<file path="src/rtl/lcd_hd44780_responder_if.sv">
// ---------------------------------------------------------------------------
// lcd_hd44780_responder_if
// Pin-level bundle of the 8-bit HD44780 character LCD bus.
//   LCD_RS        register select (0 = instruction/status, 1 = data)
//   LCD_RW        direction (0 = write, 1 = read)
//   LCD_EN        enable strobe, asynchronous to the responder clock
//   LCD_DATA      value driven by the controller
//   LCD_DATA_OUT  value returned by the panel on reads
//   LCD_DATA_OE   high while the panel drives LCD_DATA_OUT
// master = controller side, slave = panel (responder) side.
// ---------------------------------------------------------------------------
interface lcd_hd44780_responder_if;
    logic       LCD_RS;
    logic       LCD_RW;
    logic       LCD_EN;
    logic [7:0] LCD_DATA;
    logic [7:0] LCD_DATA_OUT;
    logic       LCD_DATA_OE;

    modport master (
        output LCD_RS, LCD_RW, LCD_EN, LCD_DATA,
        input  LCD_DATA_OUT, LCD_DATA_OE
    );

    modport slave (
        input  LCD_RS, LCD_RW, LCD_EN, LCD_DATA,
        output LCD_DATA_OUT, LCD_DATA_OE
    );
endinterface

</file>
<file path="src/rtl/lcd_hd44780_responder.sv">
// ---------------------------------------------------------------------------
// lcd_hd44780_responder
// Synthesizable HD44780-class character LCD: receives the 8-bit RS/RW/EN/DATA
// bus, decodes instructions and data writes into a 2x16 DDRAM, an address
// counter and mode flags, and answers busy-flag and data reads. A side port
// lets a bench or a loopback test read back the displayed characters.
//
// Ports
//   CLOCK_50    in   system clock
//   RESET       in   asynchronous active-high reset
//   lcd         slave modport of the LCD pin bus
//   BUSY        out  busy flag (also bit 7 of status reads)
//   AC          out  DDRAM address counter
//   DISP_ON     out  display-on bit
//   ERR_BUSY    out  sticky: a write arrived while busy
//   CMD_STROBE  out  one-cycle pulse per accepted write
//   RD_ADDR     in   observation index {line, col[3:0]}
//   RD_CHAR     out  DDRAM[RD_ADDR], one-cycle latency
// ---------------------------------------------------------------------------
module lcd_hd44780_responder #(
    parameter int BUSY_CYCLES = 2000,
    parameter int BUSY_CLEAR  = 76500
) (
    input  logic                          CLOCK_50,
    input  logic                          RESET,
    lcd_hd44780_responder_if.slave        lcd,
    output logic                          BUSY,
    output logic [6:0]                    AC,
    output logic                          DISP_ON,
    output logic                          ERR_BUSY,
    output logic                          CMD_STROBE,
    input  logic [4:0]                    RD_ADDR,
    output logic [7:0]                    RD_CHAR
);

    localparam int CNT_MAX = (BUSY_CLEAR > BUSY_CYCLES) ? BUSY_CLEAR : BUSY_CYCLES;
    localparam int CNT_W   = $clog2(CNT_MAX + 1);

    localparam logic [CNT_W-1:0] CNT_CYC      = CNT_W'(BUSY_CYCLES);
    localparam logic [CNT_W-1:0] CNT_CLR      = CNT_W'(BUSY_CLEAR);
    // The 32-cycle fill already accounts for part of the clear busy time.
    localparam logic [CNT_W-1:0] CNT_CLR_FILL = CNT_W'(BUSY_CLEAR - 32);

    typedef enum logic [1:0] {
        ST_FILL = 2'd0,
        ST_IDLE = 2'd1,
        ST_WAIT = 2'd2
    } state_t;

    // DDRAM index: line bit AC[6] on top of the 16-column offset.
    function automatic logic [4:0] ac_index(input logic [6:0] ac);
        return {ac[6], ac[3:0]};
    endfunction

    // One address-counter step, wrapping between the two 16-column lines.
    function automatic logic [6:0] ac_step(input logic [6:0] ac, input logic inc);
        logic [6:0] nxt;
        if (inc) begin
            if (ac == 7'h0F)      nxt = 7'h40;
            else if (ac == 7'h4F) nxt = 7'h00;
            else                  nxt = ac + 7'd1;
        end else begin
            if (ac == 7'h00)      nxt = 7'h4F;
            else if (ac == 7'h40) nxt = 7'h0F;
            else                  nxt = ac - 7'd1;
        end
        return nxt;
    endfunction

    // Synchronizer stages and EN edge register
    logic       rs_meta_q, rs_sync_q;
    logic       rw_meta_q, rw_sync_q;
    logic       en_meta_q, en_sync_q, en_dly_q;
    logic [7:0] data_meta_q, data_sync_q;
    logic       en_rise_s, en_fall_s;

    // Architectural state
    state_t           state_q, state_d;
    logic [4:0]       fill_cnt_q, fill_cnt_d;
    logic             fill_wait_q, fill_wait_d;
    logic [CNT_W-1:0] wait_cnt_q, wait_cnt_d;
    logic [6:0]       ac_q, ac_d;
    logic             id_q, id_d;
    logic             disp_on_q, disp_on_d;
    logic             err_q, err_d;
    logic             strobe_q, strobe_d;
    logic             busy_q, busy_d;
    logic             oe_q, oe_d;
    logic [7:0]       dout_q, dout_d;
    logic [7:0]       rd_char_q;

    // DDRAM and its single write port
    logic [7:0] mem_q [32];
    logic       mem_we_s;
    logic [4:0] mem_widx_s;
    logic [7:0] mem_wdata_s;

    // Two-flop synchronizers on every bus pin plus the EN edge register.
    always_ff @(posedge CLOCK_50 or posedge RESET) begin
        if (RESET) begin
            rs_meta_q   <= 1'b0;
            rs_sync_q   <= 1'b0;
            rw_meta_q   <= 1'b0;
            rw_sync_q   <= 1'b0;
            en_meta_q   <= 1'b0;
            en_sync_q   <= 1'b0;
            en_dly_q    <= 1'b0;
            data_meta_q <= 8'h00;
            data_sync_q <= 8'h00;
        end else begin
            rs_meta_q   <= lcd.LCD_RS;
            rs_sync_q   <= rs_meta_q;
            rw_meta_q   <= lcd.LCD_RW;
            rw_sync_q   <= rw_meta_q;
            en_meta_q   <= lcd.LCD_EN;
            en_sync_q   <= en_meta_q;
            en_dly_q    <= en_sync_q;
            data_meta_q <= lcd.LCD_DATA;
            data_sync_q <= data_meta_q;
        end
    end

    assign en_rise_s = en_sync_q & ~en_dly_q;
    assign en_fall_s = ~en_sync_q & en_dly_q;

    // Next-state logic: fill/wait sequencing, bus reads and write decode.
    always_comb begin
        state_d     = state_q;
        fill_cnt_d  = fill_cnt_q;
        fill_wait_d = fill_wait_q;
        wait_cnt_d  = wait_cnt_q;
        ac_d        = ac_q;
        id_d        = id_q;
        disp_on_d   = disp_on_q;
        err_d       = err_q;
        strobe_d    = 1'b0;
        oe_d        = oe_q;
        dout_d      = dout_q;
        mem_we_s    = 1'b0;
        mem_widx_s  = 5'd0;
        mem_wdata_s = 8'h00;

        case (state_q)
            ST_FILL: begin
                mem_we_s    = 1'b1;
                mem_widx_s  = fill_cnt_q;
                mem_wdata_s = 8'h20;
                if (fill_cnt_q == 5'd31) begin
                    fill_cnt_d = 5'd0;
                    if (fill_wait_q) begin
                        state_d     = ST_WAIT;
                        wait_cnt_d  = CNT_CLR_FILL;
                        fill_wait_d = 1'b0;
                    end else begin
                        state_d = ST_IDLE;
                    end
                end else begin
                    fill_cnt_d = fill_cnt_q + 5'd1;
                end
            end
            ST_WAIT: begin
                if (wait_cnt_q == {CNT_W{1'b0}}) begin
                    state_d = ST_IDLE;
                end else begin
                    wait_cnt_d = wait_cnt_q - CNT_W'(1);
                end
            end
            ST_IDLE: begin
                state_d = ST_IDLE;
            end
            default: begin
                state_d    = ST_FILL;
                fill_cnt_d = 5'd0;
            end
        endcase

        // Reads are served whether or not the panel is busy.
        if (en_rise_s && rw_sync_q) begin
            oe_d = 1'b1;
            if (rs_sync_q) begin
                dout_d = mem_q[ac_index(ac_q)];
            end else begin
                dout_d = {busy_q, ac_q};
            end
        end else begin
            dout_d = dout_q;
        end

        if (en_fall_s) begin
            oe_d = 1'b0;
            if (rw_sync_q) begin
                if (rs_sync_q && !busy_q) begin
                    ac_d = ac_step(ac_q, id_q);
                end else begin
                    ac_d = ac_q;
                end
            end else if (busy_q) begin
                err_d = 1'b1;
            end else begin
                // busy_q low implies ST_IDLE, so the fill port is free here.
                strobe_d   = 1'b1;
                state_d    = ST_WAIT;
                wait_cnt_d = CNT_CYC;
                if (rs_sync_q) begin
                    mem_we_s    = 1'b1;
                    mem_widx_s  = ac_index(ac_q);
                    mem_wdata_s = data_sync_q;
                    ac_d        = ac_step(ac_q, id_q);
                end else begin
                    casez (data_sync_q)
                        8'b1???????: ac_d = {data_sync_q[6], 2'b00, data_sync_q[3:0]};
                        8'b01??????: ac_d = ac_q;
                        8'b001?????: ac_d = ac_q;
                        8'b0001????: begin
                            if (!data_sync_q[3]) begin
                                ac_d = ac_step(ac_q, data_sync_q[2]);
                            end else begin
                                ac_d = ac_q;
                            end
                        end
                        8'b00001???: disp_on_d = data_sync_q[2];
                        8'b000001??: id_d = data_sync_q[1];
                        8'b0000001?: begin
                            ac_d       = 7'h00;
                            wait_cnt_d = CNT_CLR;
                        end
                        8'b00000001: begin
                            ac_d        = 7'h00;
                            id_d        = 1'b1;
                            state_d     = ST_FILL;
                            fill_cnt_d  = 5'd0;
                            fill_wait_d = 1'b1;
                        end
                        default: ac_d = ac_q;
                    endcase
                end
            end
        end else begin
            err_d = err_q;
        end

        busy_d = (state_d != ST_IDLE);
    end

    // Architectural state registers.
    always_ff @(posedge CLOCK_50 or posedge RESET) begin
        if (RESET) begin
            state_q     <= ST_FILL;
            fill_cnt_q  <= 5'd0;
            fill_wait_q <= 1'b0;
            wait_cnt_q  <= {CNT_W{1'b0}};
            ac_q        <= 7'h00;
            id_q        <= 1'b1;
            disp_on_q   <= 1'b0;
            err_q       <= 1'b0;
            strobe_q    <= 1'b0;
            busy_q      <= 1'b1;
            oe_q        <= 1'b0;
            dout_q      <= 8'h00;
            rd_char_q   <= 8'h00;
        end else begin
            state_q     <= state_d;
            fill_cnt_q  <= fill_cnt_d;
            fill_wait_q <= fill_wait_d;
            wait_cnt_q  <= wait_cnt_d;
            ac_q        <= ac_d;
            id_q        <= id_d;
            disp_on_q   <= disp_on_d;
            err_q       <= err_d;
            strobe_q    <= strobe_d;
            busy_q      <= busy_d;
            oe_q        <= oe_d;
            dout_q      <= dout_d;
            rd_char_q   <= mem_q[RD_ADDR];
        end
    end

    // DDRAM storage; contents are rebuilt by the fill after every reset.
    always_ff @(posedge CLOCK_50) begin
        if (mem_we_s) begin
            mem_q[mem_widx_s] <= mem_wdata_s;
        end
    end

    assign BUSY             = busy_q;
    assign AC               = ac_q;
    assign DISP_ON          = disp_on_q;
    assign ERR_BUSY         = err_q;
    assign CMD_STROBE       = strobe_q;
    assign RD_CHAR          = rd_char_q;
    assign lcd.LCD_DATA_OUT = dout_q;
    assign lcd.LCD_DATA_OE  = oe_q;

endmodule
</file>
<file path="src/flat_wrapper.sv">
// flat-port wrapper written by rule: the top's interface ports become plain ports
module lcd_hd44780_responder_flat 
#(
    parameter int BUSY_CYCLES = 2000,
    parameter int BUSY_CLEAR  = 76500
)
  (CLOCK_50, RESET, BUSY, AC, DISP_ON, ERR_BUSY, CMD_STROBE, RD_ADDR, RD_CHAR, lcd_LCD_RS, lcd_LCD_RW, lcd_LCD_EN, lcd_LCD_DATA, lcd_LCD_DATA_OUT, lcd_LCD_DATA_OE);
  lcd_hd44780_responder_if lcd_i ();
  input  logic CLOCK_50;
  input  logic RESET;
  output logic BUSY;
  output logic [6:0] AC;
  output logic DISP_ON;
  output logic ERR_BUSY;
  output logic CMD_STROBE;
  input  logic [4:0] RD_ADDR;
  output logic [7:0] RD_CHAR;
  input wire logic [$bits(lcd_i.LCD_RS)-1:0] lcd_LCD_RS;
  input wire logic [$bits(lcd_i.LCD_RW)-1:0] lcd_LCD_RW;
  input wire logic [$bits(lcd_i.LCD_EN)-1:0] lcd_LCD_EN;
  input wire logic [$bits(lcd_i.LCD_DATA)-1:0] lcd_LCD_DATA;
  output wire logic [$bits(lcd_i.LCD_DATA_OUT)-1:0] lcd_LCD_DATA_OUT;
  output wire logic [$bits(lcd_i.LCD_DATA_OE)-1:0] lcd_LCD_DATA_OE;
  assign lcd_i.LCD_RS = lcd_LCD_RS;
  assign lcd_i.LCD_RW = lcd_LCD_RW;
  assign lcd_i.LCD_EN = lcd_LCD_EN;
  assign lcd_i.LCD_DATA = lcd_LCD_DATA;
  assign lcd_LCD_DATA_OUT = lcd_i.LCD_DATA_OUT;
  assign lcd_LCD_DATA_OE = lcd_i.LCD_DATA_OE;
  lcd_hd44780_responder #(.BUSY_CYCLES(BUSY_CYCLES), .BUSY_CLEAR(BUSY_CLEAR)) u_core (.CLOCK_50(CLOCK_50), .RESET(RESET), .lcd(lcd_i), .BUSY(BUSY), .AC(AC), .DISP_ON(DISP_ON), .ERR_BUSY(ERR_BUSY), .CMD_STROBE(CMD_STROBE), .RD_ADDR(RD_ADDR), .RD_CHAR(RD_CHAR));
endmodule
</file>
<file path="config.mk">
export PLATFORM = sky130hd
export DESIGN_NAME = lcd_hd44780_responder_flat
export DESIGN_NICKNAME = d
export VERILOG_FILES = /design/src/rtl/lcd_hd44780_responder_if.sv /design/src/rtl/lcd_hd44780_responder.sv /design/src/flat_wrapper.sv
export SDC_FILE = /design/constraint.sdc
export NUM_CORES = 1
export LEC_CHECK = 0
export BUFFER_PORTS_ARGS = -buffer_cell sky130_fd_sc_hd__buf_2
export CAP_MARGIN = 20
export CORE_MARGIN = 8
export CORE_UTILIZATION = 60
export DETAILED_ROUTE_END_ITERATION = 8
export HOLD_SLACK_MARGIN = 0.1
export PLACE_DENSITY_LB_ADDON = 0.2
export SYNTH_ARGS = -nofsm -noshare
export SYNTH_HDL_FRONTEND = slang
export SYNTH_SLANG_ARGS = --single-unit
</file>
<file path="constraint.sdc">
create_clock -name CLOCK_50 -period 3.25 [get_ports CLOCK_50]
set_clock_uncertainty 0.2 [all_clocks]
set_input_delay 0.4875 -clock CLOCK_50 [delete_from_list [all_inputs] [get_ports CLOCK_50]]
set_output_delay 0.4875 -clock CLOCK_50 [all_outputs]
set_load 0.05 [all_outputs]
</file>
# Yosys cells after proc, flatten, opt, wreduce, memory -nomap -nowiden
# Memory sizes are Yosys's and may differ from the RTL's. A register that Yosys moved wholly into a read port is not among the register bits.
# Cells that the tools add are included.
# totals
regBits,69
mem_bits_rw,256
input_bits,18
out_inout_bits,28
memories,1
# op_classes
add_sub_neg,4
n_eq_ne,15
n_mux,68
bitwise_logic,7
reduce_logical,15
# mem_list
memory,depth,word_bits,rd,rd_ports_with_merged_regs,wr,line,rtl
u_core.mem_q,32,8,2,1,1,lcd_hd44780_responder.sv:93,logic [7:0] mem_q [32];
# op_table
op,count
two-way mux 17 bit,8
two-way mux 7 bit,11
two-way mux 5 bit,11
two-way mux 8 bit,5
case mux 17 bit (2 select lines),1
case mux 7 bit (3 select lines),1
two-way mux 1 bit,19
logical NOT 17 bit,1
subtractor 17 x 1 -> 17 bit (second input constant),1
two-way mux 2 bit,8
AND reduction 5 bit,3
equality test 7 bit (second input constant),2
case mux 5 bit (2 select lines),1
equality test 8 x 1 -> 1 bit (second input constant),1
adder 7 x 1 -> 7 bit (second input constant),1
equality test 7 x 1 -> 1 bit (second input constant),1
equality test 7 x 4 -> 1 bit (second input constant),1
logical NOT 7 bit,1
subtractor 7 x 1 -> 7 bit (second input constant),1
equality test 6 x 1 -> 1 bit (second input constant),1
two-way mux 6 bit,1
case mux 2 bit (3 select lines),1
adder 5 x 1 -> 5 bit (second input constant),1
equality test 5 x 1 -> 1 bit (second input constant),1
17 further kinds,26

# Depth between registers and ports, before layout
# Gate-level depths: netlist (run 1).
# logic_depth
ltp_word,9
mapped_depth,11
depth_no_buf,9

# Worst setup path before layout (run 1)
# No wires, ideal clock.
# synth_path
path_kind,register to register
from,"register u_core.ac_q[0], in the netlist u_core.AC[0]"
to,"register u_core.ac_q[0], in the netlist u_core.AC[0]"
setup_time_ns,0.118
arrival_time_ns,2.674
required_ns,2.932
setup_slack_ns,0.258
path_stages_with_launch,12
path_buffers,3
period_less_slack_ns,2.992
cell_sequence,dfrtp_1 > buf_4 > buf_2 > clkbuf_1 > inv_1 > ha_1 > nand2b_1 > or4_1 > nand2_1 > a221oi_1 > a211oi_1 > a21o_1
# synth_via
elab_chain_cells,9
elab_cells_between_ends,18
# synth_rtl
element,line,rtl
from (decl),lcd_hd44780_responder.sv:82,"logic [6:0] ac_q, ac_d;"
from (signal assigned),lcd_hd44780_responder.sv:252,ac_q <= 7'h00;
from (signal assigned),lcd_hd44780_responder.sv:266,ac_q <= ac_d;
subtractor 7 x 1 -> 7 bit (tied with other cells),lcd_hd44780_responder.sv:65,else nxt = ac - 7'd1;
"two-way mux 7 bit, on equally long branches","lcd_hd44780_responder.sv:64, lcd_hd44780_responder.sv:60",
"two-way mux 7 bit, on equally long branches","lcd_hd44780_responder.sv:63, lcd_hd44780_responder.sv:59",
two-way mux 7 bit,lcd_hd44780_responder.sv:58,if (inc) begin
two-way mux 7 bit,lcd_hd44780_responder.sv:215,if (!data_sync_q[3]) begin
case mux 7 bit (3 select lines),lcd_hd44780_responder.sv:210,casez (data_sync_q)
two-way mux 7 bit,lcd_hd44780_responder.sv:204,if (rs_sync_q) begin
two-way mux 7 bit,lcd_hd44780_responder.sv:197,end else if (busy_q) begin
two-way mux 7 bit *,lcd_hd44780_responder.sv:191,if (rw_sync_q) begin
# Mark *: on every way between the ends. The rest lies on a longest branch, timed or not. The select of a mux whose other input is x is not followed.
# A chain may end at the register's enable or synchronous reset.

# Worst setup path after layout (run 1)
# layout_path
from,register u_core.en_sync_q
to,"memory u_core.mem_q[24][3], enable pin"
# layout_via
elab_chain_cells,5
elab_cells_between_ends,6
# layout_rtl
element,line,rtl
from (decl),lcd_hd44780_responder.sv:73,"logic en_meta_q, en_sync_q, en_dly_q;"
from (signal assigned),lcd_hd44780_responder.sv:116,en_sync_q <= en_meta_q;
NOT 1 bit *,lcd_hd44780_responder.sv:124,assign en_fall_s = ~en_sync_q & en_dly_q;
bitwise AND 1 bit *,lcd_hd44780_responder.sv:124,
two-way mux 1 bit,lcd_hd44780_responder.sv:189,if (en_fall_s) begin
two-way mux 1 bit,lcd_hd44780_responder.sv:280,if (mem_we_s) begin
two-way mux 1 bit (not written as such),lcd_hd44780_responder.sv:281,mem_q[mem_widx_s] <= mem_wdata_s;
to (decl),lcd_hd44780_responder.sv:93,
# Mark *: on every way between the ends. The rest lies on a longest branch, timed or not.

==> results.json, run 1 <==
{
  "outcome": "completed",
  "cts_inserted_buffers": 36,
  "synthXorXnorAreaFrac": 0.00388,
  "root_buffer": "clkbuf_16",
  "grt-ovfl-total": 0,
  "synth_area_sq_um": 15800,
  "grt_usage": 0.278,
  "yosys.area_share.simple": 0.0786,
  "rows": 59,
  "p_leak_nw": 6.67,
  "cp-start-kind": "register",
  "syn_avg_cell_area_sq_um": 16.3,
  "nFillCells": 1652,
  "min_period_over_period": 0.936,
  "ys.flop_type": "edfxtp_1",
  "synthAdderAreaFrac": 0.00792,
  "synth_fp_nets": 996,
  "critical_path.endpoint_type": "register",
  "ir_drop_v": 0.000749,
  "cts_buffer_depth": 3,
  "die_area_sq_um": 31800,
  "hold_violations": 0,
  "grt_pass1_vias": 10100,
  "ys_ff_latch": 333,
  "hpwlAfterDp_um": 29100,
  "start_util": 0.608,
  "drv_slew": 0,
  "synth_top_family_by_area": "multiplexers",
  "viasPerCell": 7.08,
  "drt_iter0_markers": 1532,
  "ant_nets": 0,
  "arrival_ps": 3070,
  "cp_max_fo": 6,
  "cts_setup_buffers": 0,
  "wl_per_cell_um": 29.9,
  "hp-class": "reg -> reg",
  "ys_async_sr_fraction": 0.231,
  "grt_max_degree": 65,
  "setup_viol": 0,
  "die_w_um": 178,
  "tritoncts": "built",
  "syn_to_final_growth_pct": 15.2,
  "ys.warnings.count": 0,
  "clock_latency_ps": 530,
  "fin_crit_ps": 3040,
  "clk_pin_slew_ps": 70,
  "drcViolationCount": 0,
  "antenna-diode-count": 0,
  "synth_cell_type_count": 71,
  "routabilityCongestion": 0.905,
  "crit_slowest_cell": "or4b_1",
  "firstDrtPassIters": 5,
  "cpPeakStageDelay_ps": 570,
  "path_cells": "or4b_1, buf_4, nor2_2, nand2_1, nand2_1, nand3_1, nor2_1, buf_4",
  "core_area_sq_um": 26000,
  "max_slew.worst_pin.slew_ps": 1060,
  "slew_headroom": 0.277,
  "setup_tns_ps": 0,
  "rsz0062_at_grt": "no",
  "antenna_found_initial": 1,
  "vias": 10200,
  "ys_seq_area_frac": 0.609,
  "nets": 1106,
  "netlist_instances": 968,
  "drive_above_1_share": 0.324,
  "grt_pass1_wl_um": 64900,
  "die_h_um": 178,
  "power.density_nw_per_um2": 753,
  "synth-edff-count": 256,
  "fin_util": 0.700,
  "place.port_buffers": 45,
  "drt_wl_total_um": 43100,
  "worstPathRequired_ps": 3280,
  "clkSinkCount": 333,
  "h-tree-depth": 2,
  "drv_cap": 0,
  "clock.fmax_mhz": 329,
  "io_pins": 46,
  "path_class": "reg -> reg",
  "synth_compound_area_frac": 0.0579,
  "synthMuxAreaShare": 0.223
}
worst paths after layout:
kind                                       start                     to  slack, ps  cells past startpoint
hold reg to reg            u_core.data_meta_q[6]  u_core.data_sync_q[6]        150                      0
setup / recovery                u_core.en_sync_q    u_core.mem_q[24][3]        210                      8
min in group asynchronous                  RESET       u_core.en_sync_q        330                      3
max in group asynchronous                  RESET            u_core.id_q       1750                      4
setup reg to reg                u_core.en_sync_q    u_core.mem_q[24][3]        210                      8
hold / removal             u_core.data_meta_q[6]  u_core.data_sync_q[6]        150                      0
power by group:
part	switching (mW)	internal (mW)	leakage, nW
clock network	1.69	2.57	0.584
logic	2.39	1.61	2.56
registers	0.465	4.98	3.53
total	4.54	9.16	6.67
through the flow:
| step | instances | setup slack, ps | hold slack, ps | total power [mW] | area [sq um] |
|---|---|---|---|---|---|
| 3_5_place_dp | 1363 | 223 | 137 | 9.46 | 16800 |
| 3_3_place_gp | 1362 | 200 | 137 | 9.38 | 16800 |
| 2_1_floorplan | 968 | 258 | 131 | 8.14 | 15800 |
| 4_1_cts | 1441 | 200 | 157 | 13.7 | 18200 |
| 6_report | 1441 | 206 | 152 | 13.7 | 18200 |
| 5_1_grt | 1441 | 94.7 | 167 | 14.2 | 18200 |
worst max-delay path: cells and delay by family (launching register included):
family,cells,cell delay (ps)
buffers and inverters,2,420
flip-flops,1,380
AND/OR/NAND/NOR,6,1750
layout make-up:
class	count	area, sq um	area share
sequential	333	9620	0.529
timing repair buffer	133	990	0.0544
inverter	15	57.6	0.00316
tap	335	419	0.0230
clock buffer	48	997	0.0548
clock inverter	18	235	0.0129
multi-input combinational	559	5880	0.323
routing by layer:
metal,up-vias,routed length [um],global-route usage
li1,4174,-,-
met4,0,1500,0.0999
met5,-,0,0
met2,682,19600,0.411
met1,5250,16600,0.395
met3,99,5370,0.0751
synthesized netlist by cell type, types with 3 or more instances:
| cell type | n | area, sq um |
|---|---|---|
| mux2i_1 | 16 | 160 |
| a21oi_1 | 26 | 130 |
| o21ai_1 | 3 | 15.0 |
| or3_1 | 5 | 31.3 |
| inv_1 | 13 | 48.8 |
| buf_1 | 6 | 22.5 |
| nand2_1 | 34 | 128 |
| mux2_2 | 11 | 124 |
| nor2_1 | 83 | 312 |
| o211ai_1 | 5 | 37.5 |
| o31ai_1 | 5 | 37.5 |
| a41oi_1 | 3 | 26.3 |
| nand3_1 | 21 | 105 |
| or4_4 | 3 | 33.8 |
| mux4_2 | 144 | 3240 |
| a21o_1 | 3 | 22.5 |
| a2111oi_0 | 5 | 43.8 |
| and2_1 | 3 | 18.8 |
| a311oi_1 | 5 | 43.8 |
| nor2b_1 | 13 | 81.3 |
| o22a_1 | 4 | 35.0 |
| and3_1 | 12 | 75.1 |
| o21bai_1 | 3 | 22.5 |
| a211oi_1 | 9 | 67.6 |
| xor2_1 | 3 | 26.3 |
| dfrtp_1 | 75 | 1880 |
| a22oi_1 | 6 | 45.0 |
| o21ai_0 | 17 | 85.1 |
| clkbuf_1 | 37 | 139 |
| edfxtp_1 | 256 | 7690 |
| nand4_1 | 3 | 18.8 |
| xnor2_1 | 4 | 35.0 |
| a31oi_1 | 14 | 87.6 |
| buf_2 | 16 | 80.1 |
| or2_2 | 3 | 18.8 |
| nand3b_1 | 7 | 52.6 |
| ha_1 | 10 | 125 |
| nor3_1 | 29 | 145 |
| nor4b_1 | 3 | 26.3 |
| nand2b_1 | 7 | 43.8 |
registers in the layout, summed over array words and instances, names as in the netlist, 2 cells and up:
register and flops:
u_core.mem_q 256, u_core.wait_cnt_q 17, u_core.RD_CHAR 8, u_core.data_meta_q 8, u_core.data_sync_q 8, u_core.lcd.LCD_DATA_OUT 8
u_core.AC 7, u_core.fill_cnt_q 5, u_core.state_q 2
what timing repair did:
item	in CTS	in global routing
hold buffers	12	0
setup endpoints to repair	0	12
resized for setup	0	1
endpoints found under the hold margin	38	0
placed cells by master (no fill, tap or decap), types with 5 or more instances in the layout:
cell,n
edfxtp_1,256
mux4_2,144
nor2_1,81
dfrtp_1,72
buf_4,70
buf_2,44
clkbuf_16,37
nand2_1,34
nor3_1,29
a21oi_1,26
nand3_1,21
o21ai_0,17
mux2i_1,16
a31oi_1,14
nor2b_1,13
inv_1,12
and3_1,12
dlygate4sd3_1,12
mux2_2,11
ha_1,10
a211oi_1,9
clkbuf_1,8
nand2b_1,7
nand3b_1,7
a22oi_1,6
buf_12,6
a311oi_1,5
a2111oi_0,5
o211ai_1,5
or3_1,5
o31ai_1,5
bufinv_16,5
clkinvlp_4,5
cells by family after synthesis:
logic type	count (synthesis)
buffers and inverters	76
AND/OR/NAND/NOR	242
multiplexers	171
adder cells (fa/ha/maj)	10
AO/OA/AOI/OAI	129
XOR/XNOR	7
flip-flops	333
(Power assumes the default switching activity.)
==> inputs of run 2 (changes only) <==
--- a/config.mk
+++ b/config.mk
@@ -7,8 +7,10 @@
 export LEC_CHECK = 0
 export BUFFER_PORTS_ARGS = -buffer_cell sky130_fd_sc_hd__buf_2
 export CAP_MARGIN = 20
+export CELL_PAD_IN_SITES_DETAIL_PLACEMENT = 0
+export CELL_PAD_IN_SITES_GLOBAL_PLACEMENT = 2
 export CORE_MARGIN = 8
-export CORE_UTILIZATION = 60
+export CORE_UTILIZATION = 47
 export DETAILED_ROUTE_END_ITERATION = 8
 export HOLD_SLACK_MARGIN = 0.1
 export PLACE_DENSITY_LB_ADDON = 0.2
==> results.json, run 2 (synthesized netlist as in run 1, its figures left out) <==
{
  "hp-class": "reg -> reg",
  "path_cells": "or4b_1, inv_2, nand2_1, nand3_1, and2_1, nand3_1, nor2_1, buf_4",
  "worstPathRequired_ps": 3280,
  "final_cell_area_sq_um": 18500,
  "crit_slowest_cell": "or4b_1",
  "clk_pin_slew_ps": 60,
  "viasPerCell": 6.26,
  "slew_headroom": 0.531,
  "fin_crit_ps": 2930,
  "grt_pass1_vias": 9842,
  "setup_tns_ps": 0,
  "rrSetupSlack_ps": 320,
  "clock.fmax_mhz": 341,
  "ant_nets": 0,
  "totalPowerFinal_mw": 14.0,
  "cp_max_fo": 11,
  "drv_slew": 0,
  "p_leak_nw": 6.77,
  "top_register": "u_core.mem_q",
  "tritoncts": "built",
  "critical_path.endpoint_type": "register",
  "multi_input_area_sq_um": 5870,
  "timing.rr.end": "u_core.mem_q[24][0]",
  "placed_area_sq_um": 17100,
  "grt_pass1_wl_um": 65700,
  "antenna-diode-count": 0,
  "max_slew.worst_pin.slew_ps": 700,
  "outcome": "completed",
  "preCtsSetupSlack_ps": 390,
  "largestRegisters": "u_core.mem_q (256), u_core.wait_cnt_q (17)",
  "cpPeakStageDelay_ps": 620,
  "drive_above_1_share": 0.329,
  "io_pins": 46,
  "antenna_found_initial": 0,
  "drcViolationCount": 0,
  "rows": 67,
  "path_class": "reg -> reg",
  "worstReg2RegStart": "u_core.en_sync_q",
  "h-tree-depth": 2,
  "grt_usage": 0.227,
  "largest_register_ff_count": 256,
  "grt-ovfl-total": 0,
  "final_cells": 1562,
  "setup_viol": 0,
  "crit_family": "simple AND/OR/NAND/NOR gates",
  "firstDrtPassIters": 5,
  "cp_num_buf_inv": 2,
  "place.port_buffers": 45,
  "cp-start-kind": "register",
  "hold_violations": 0,
  "path_common_cell": "nand3_1",
  "drv_cap": 0,
  "layout_commonest_cell": "edfxtp_1",
  "nFillCells": 2706,
  "rsz0062_at_grt": "no",
  "crit_end": "u_core.mem_q[24][0]",
  "drt_iter0_markers": 1044,
  "clkSinkCount": 333,
  "layout_common_cells": "256 x edfxtp_1, 144 x mux4_2, 82 x nor2_1",
  "routabilityCongestion": 0.838,
  "dp_cells": 1483,
  "clock_latency_ps": 540,
  "cts_inserted_buffers": 37,
  "r2r_cells": 8,
  "setup_slack_ps": 319,
  "die_area_sq_um": 39700,
  "vias": 9772,
  "critPathLaunch": "u_core.en_sync_q",
  "regArea_sq_um": 9620,
  "ir_drop_v": 0.000518,
  "cts_buffer_depth": 3,
  "root_buffer": "clkbuf_16",
  "min_period_over_period": 0.902,
  "arrival_ps": 2960,
  "cts_resized": 0,
  "start_util": 0.475,
  "syn_to_final_growth_pct": 16.9,
  "power.density_nw_per_um2": 757,
  "grt_max_degree": 54,
  "die_h_um": 199,
  "nets": 1114,
  "die_w_um": 199,
  "hpwlAfterDp_um": 29500,
  "core_area_sq_um": 33300,
  "drt_wl_total_um": 44100,
  "cp.depth": 8,
  "wl_per_cell_um": 28.3
}
[run 2: power breakdown]
part           internal (mW)  switching [mW]  total [mW]
logic                   1.67            2.40        4.07
registers               4.98           0.498        5.48
clock network           2.75            1.70        4.45
total                   9.40            4.60        14.0
[run 2: worst min path at each step]
stage | cells past startpoint | slack [ps] | endpoint | from
2_1_floorplan | 0 | 130 | u_core.data_sync_q[0] | u_core.data_meta_q[0]
3_3_place_gp | 0 | 140 | u_core.data_sync_q[6] | u_core.data_meta_q[6]
3_5_place_dp | 0 | 140 | u_core.data_sync_q[0] | u_core.data_meta_q[0]
4_1_cts | 0 | 150 | u_core.data_sync_q[3] | u_core.data_meta_q[3]
5_1_grt | 0 | 150 | u_core.data_sync_q[5] | u_core.data_meta_q[5]
6_report | 0 | 150 | u_core.data_sync_q[3] | u_core.data_meta_q[3]
[run 2: area by class of cell]
cell class                      instances  area share
Inverter                               15     0.00312
Sequential cell                       333       0.521
Timing Repair Buffer                  140      0.0580
Clock inverter                         20      0.0154
Tap cell                              448      0.0303
Multi-Input combinational cell        559       0.318
Clock buffer                           47      0.0544
[run 2: repair_timing]
item                       in CTS  in global routing
hold endpoints to repair       34                  0
setup endpoints to repair       0                  0
setup buffers                   0                  0
hold buffers                   12                  0
[run 2: routing by layer]
metal	vias to the layer above	GRT usage	wire length (um)
met5	-	0	0
met4	0	0.0883	1760
met3	86	0.0552	3760
met2	412	0.338	19600
met1	5082	0.322	19100
li1	4192	-	-
[run 2: metrics by stage]
step	hold slack, ps	utilization
floorplan	131	-
global placement	135	0.513
detailed placement	137	0.513
CTS	149	0.555
global route	153	0.555
finish	146	0.555
[run 2: worst reg2reg max path: cells and delay by family, from the launching register on]
kind,cells,cell delay (ps)
AND/OR/NAND/NOR,6,1660
buffers and inverters,2,320
flip-flops,1,450
==> inputs of run 3 (changes only) <==
--- a/config.mk
+++ b/config.mk
@@ -5,12 +5,13 @@
 export SDC_FILE = /design/constraint.sdc
 export NUM_CORES = 1
 export LEC_CHECK = 0
+export ABC_AREA = 1
 export BUFFER_PORTS_ARGS = -buffer_cell sky130_fd_sc_hd__buf_2
 export CAP_MARGIN = 20
 export CELL_PAD_IN_SITES_DETAIL_PLACEMENT = 0
 export CELL_PAD_IN_SITES_GLOBAL_PLACEMENT = 2
 export CORE_MARGIN = 8
-export CORE_UTILIZATION = 47
+export CORE_UTILIZATION = 40
 export DETAILED_ROUTE_END_ITERATION = 8
 export HOLD_SLACK_MARGIN = 0.1
 export PLACE_DENSITY_LB_ADDON = 0.2
==> results.json, run 3 <==
{
  "nets": 2023,
  "wl_per_cell_um": 23.2,
  "worstReg2RegStart": "u_core.BUSY",
  "netlist_top_cells_area": "edfxtp_1 45%, dfrtp_1 11%, nand2_1 10%",
  "synth.most_common_cell": "nand2_1",
  "io_pins": 46,
  "fin_crit_ps": 2810,
  "ys.warnings.count": 0,
  "clkSinkCount": 333,
  "clock.fmax_mhz": 355,
  "intPower_mw": 9.03,
  "setup_slack_ps": 436,
  "grt_max_degree": 116,
  "rows": 75,
  "h-tree-depth": 2,
  "worstPathRequired_ps": 3220,
  "p_comb_frac": 0.367,
  "power.density_nw_per_um2": 780,
  "synth-edff-count": 256,
  "dp_cells": 2480,
  "crit_end": "u_core.mem_q[15][0]",
  "drcViolationCount": 0,
  "synthTopCellsByCount": "462 x nand2_1, 256 x edfxtp_1, 236 x nor2_1",
  "layout_common_cells": "462 x nand2_1, 256 x edfxtp_1, 229 x nor2_1",
  "root_buffer": "clkbuf_16",
  "layout_commonest_cell": "nand2_1",
  "netlist_instances": 1920,
  "core_area_sq_um": 41900,
  "largestRegisters": "u_core.mem_q (256), u_core.wait_cnt_q (17)",
  "viasPerCell": 5.60,
  "swShare": 0.407,
  "rsz0062_at_grt": "no",
  "die_w_um": 222,
  "grt-ovfl-total": 0,
  "grt_pass1_wl_um": 90000,
  "cts_setup_buffers": 0,
  "start_util": 0.406,
  "preCtsSetupSlack_ps": 483,
  "synth_area_sq_um": 17000,
  "synth_fp_nets": 1948,
  "min_period_over_period": 0.866,
  "critical_path.endpoint_type": "register",
  "routabilityCongestion": 0.867,
  "rrSetupSlack_ps": 440,
  "grt_usage": 0.238,
  "drv_slew": 0,
  "top_register": "u_core.mem_q",
  "die_area_sq_um": 49400,
  "hp-class": "reg -> reg",
  "seq_power_share": 0.355,
  "drt_wl_total_um": 59500,
  "cp-start-kind": "register",
  "drv_cap": 0,
  "tritoncts": "built",
  "yosys.area.top_type": "edfxtp_1",
  "placed_area_sq_um": 18200,
  "slew_headroom": 0.436,
  "firstDrtPassIters": 6,
  "setup_tns_ps": 0,
  "p_clk_frac": 0.277,
  "vias": 14400,
  "cts_buffer_depth": 3,
  "ir_drop_v": 0.000559,
  "die_h_um": 222,
  "p_leak_nw": 8.13,
  "path_class": "reg -> reg",
  "place.port_buffers": 45,
  "ys.flop_type": "edfxtp_1",
  "drive_above_1_share": 0.115,
  "antenna_found_initial": 0,
  "synth_top_area_frac": 0.451,
  "hpwlAfterDp_um": 38700,
  "grt_pass1_vias": 14100,
  "drt_iter0_markers": 1357,
  "hold_violations": 0,
  "largest_register_ff_count": 256,
  "cp_max_fo": 8,
  "arrival_ps": 2780,
  "max_slew.worst_pin.slew_ps": 843,
  "timing.rr.end": "u_core.mem_q[15][0]",
  "setup_viol": 0,
  "ys_ff_latch": 333,
  "p_sw_mw": 6.20,
  "synth_cell_type_count": 42,
  "ys_seq_area_frac": 0.565,
  "syn_avg_cell_area_sq_um": 8.87,
  "cts_resized": 0,
  "syn_to_final_growth_pct": 14.7,
  "final_cells": 2565,
  "critPathLaunch": "u_core.BUSY",
  "outcome": "completed",
  "final_cell_area_sq_um": 19500,
  "cts_inserted_buffers": 39,
  "clk_pin_slew_ps": 60,
  "r2r_cells": 8,
  "clock_latency_ps": 550,
  "ys_async_sr_fraction": 0.231,
  "ant_nets": 0
}
## run 3: changes by cell type after synthesis, moves of 24 or more
cell,delta
nor2_1,+153
o21bai_1,+40
nand3_1,+156
buf_2,+24
nor3_1,-28
a21oi_1,+55
o221ai_1,+42
nand2_1,+428
o21ai_0,+135
mux4_2,-144
inv_1,+131
## run 3: worst min-delay path by stage
stage | from | to | slack, ps | depth (start not counted)
floorplan | u_core.data_meta_q[0] | u_core.data_sync_q[0] | 130 | 0
global placement | u_core.data_meta_q[4] | u_core.data_sync_q[4] | 130 | 0
CTS | u_core.data_meta_q[5] | u_core.data_sync_q[5] | 150 | 0
global route | u_core.data_meta_q[1] | u_core.data_sync_q[1] | 150 | 0
finish | u_core.data_meta_q[5] | u_core.data_sync_q[5] | 150 | 0
detailed placement | u_core.data_meta_q[5] | u_core.data_sync_q[5] | 140 | 0
## run 3: layer usage
layer / wire length (um) / track usage / vias up
li1: - / - / 6724
met3: 4280 / 0.0403 / 99
met2: 27400 / 0.382 / 540
met1: 26000 / 0.324 / 6995
met4: 1850 / 0.0831 / 0
met5: 0 / 0 / -
## run 3: critical path, stage by stage, from the launching register on
cell	delay (ps)
dfstp_2	580
nor2_4	70
nand2_2	130
nor2_4	50
inv_2	130
nand3_1	90
o21ai_1	230
nand3_1	240
nor2_1	700
## run 3: area by class of cell
type	count	area (sq um)
Multi-Input combinational cell	1322	6370
Timing Repair Buffer	142	1050
Tap cell	539	674
Clock inverter	12	88.8
Sequential cell	333	9620
Antenna cell	1	2.50
Clock buffer	59	1120
Inverter	157	593
Fill cell	3992	22400
## run 3: kinds of logic after synthesis
logic type / after synthesis / synth area share
compound gates: 376 / 0.135
flops: 333 / 0.565
simple gates: 926 / 0.226
buf+inv: 265 / 0.0622
fa+ha+maj: 10 / 0.00735
xor+xnor: 10 / 0.00514
## run 3: timing repair
action                     CTS  global route
hold endpoints to repair    52             0
hold buffers                13             0
setup endpoints to repair    0             0
## run 3: metrics by stage
stage	power (mW)	hold slack, ps	utilization
after floorplan	8.88	131	-
after global placement	11.0	134	0.434
after detailed placement	11.0	137	0.434
after CTS	15.3	149	0.466
after global routing	16.0	153	0.466
final	15.2	147	0.466
## run 3: power by group through the flow
stage,Sequential [mW],Clock (mW),Combinational [mW]
finish,5.41,4.22,5.59
global route,5.46,4.48,6.09
CTS,5.41,4.33,5.56
detailed placement,5.49,0,5.54
global placement,5.49,0,5.54
floorplan,5.73,0,3.15
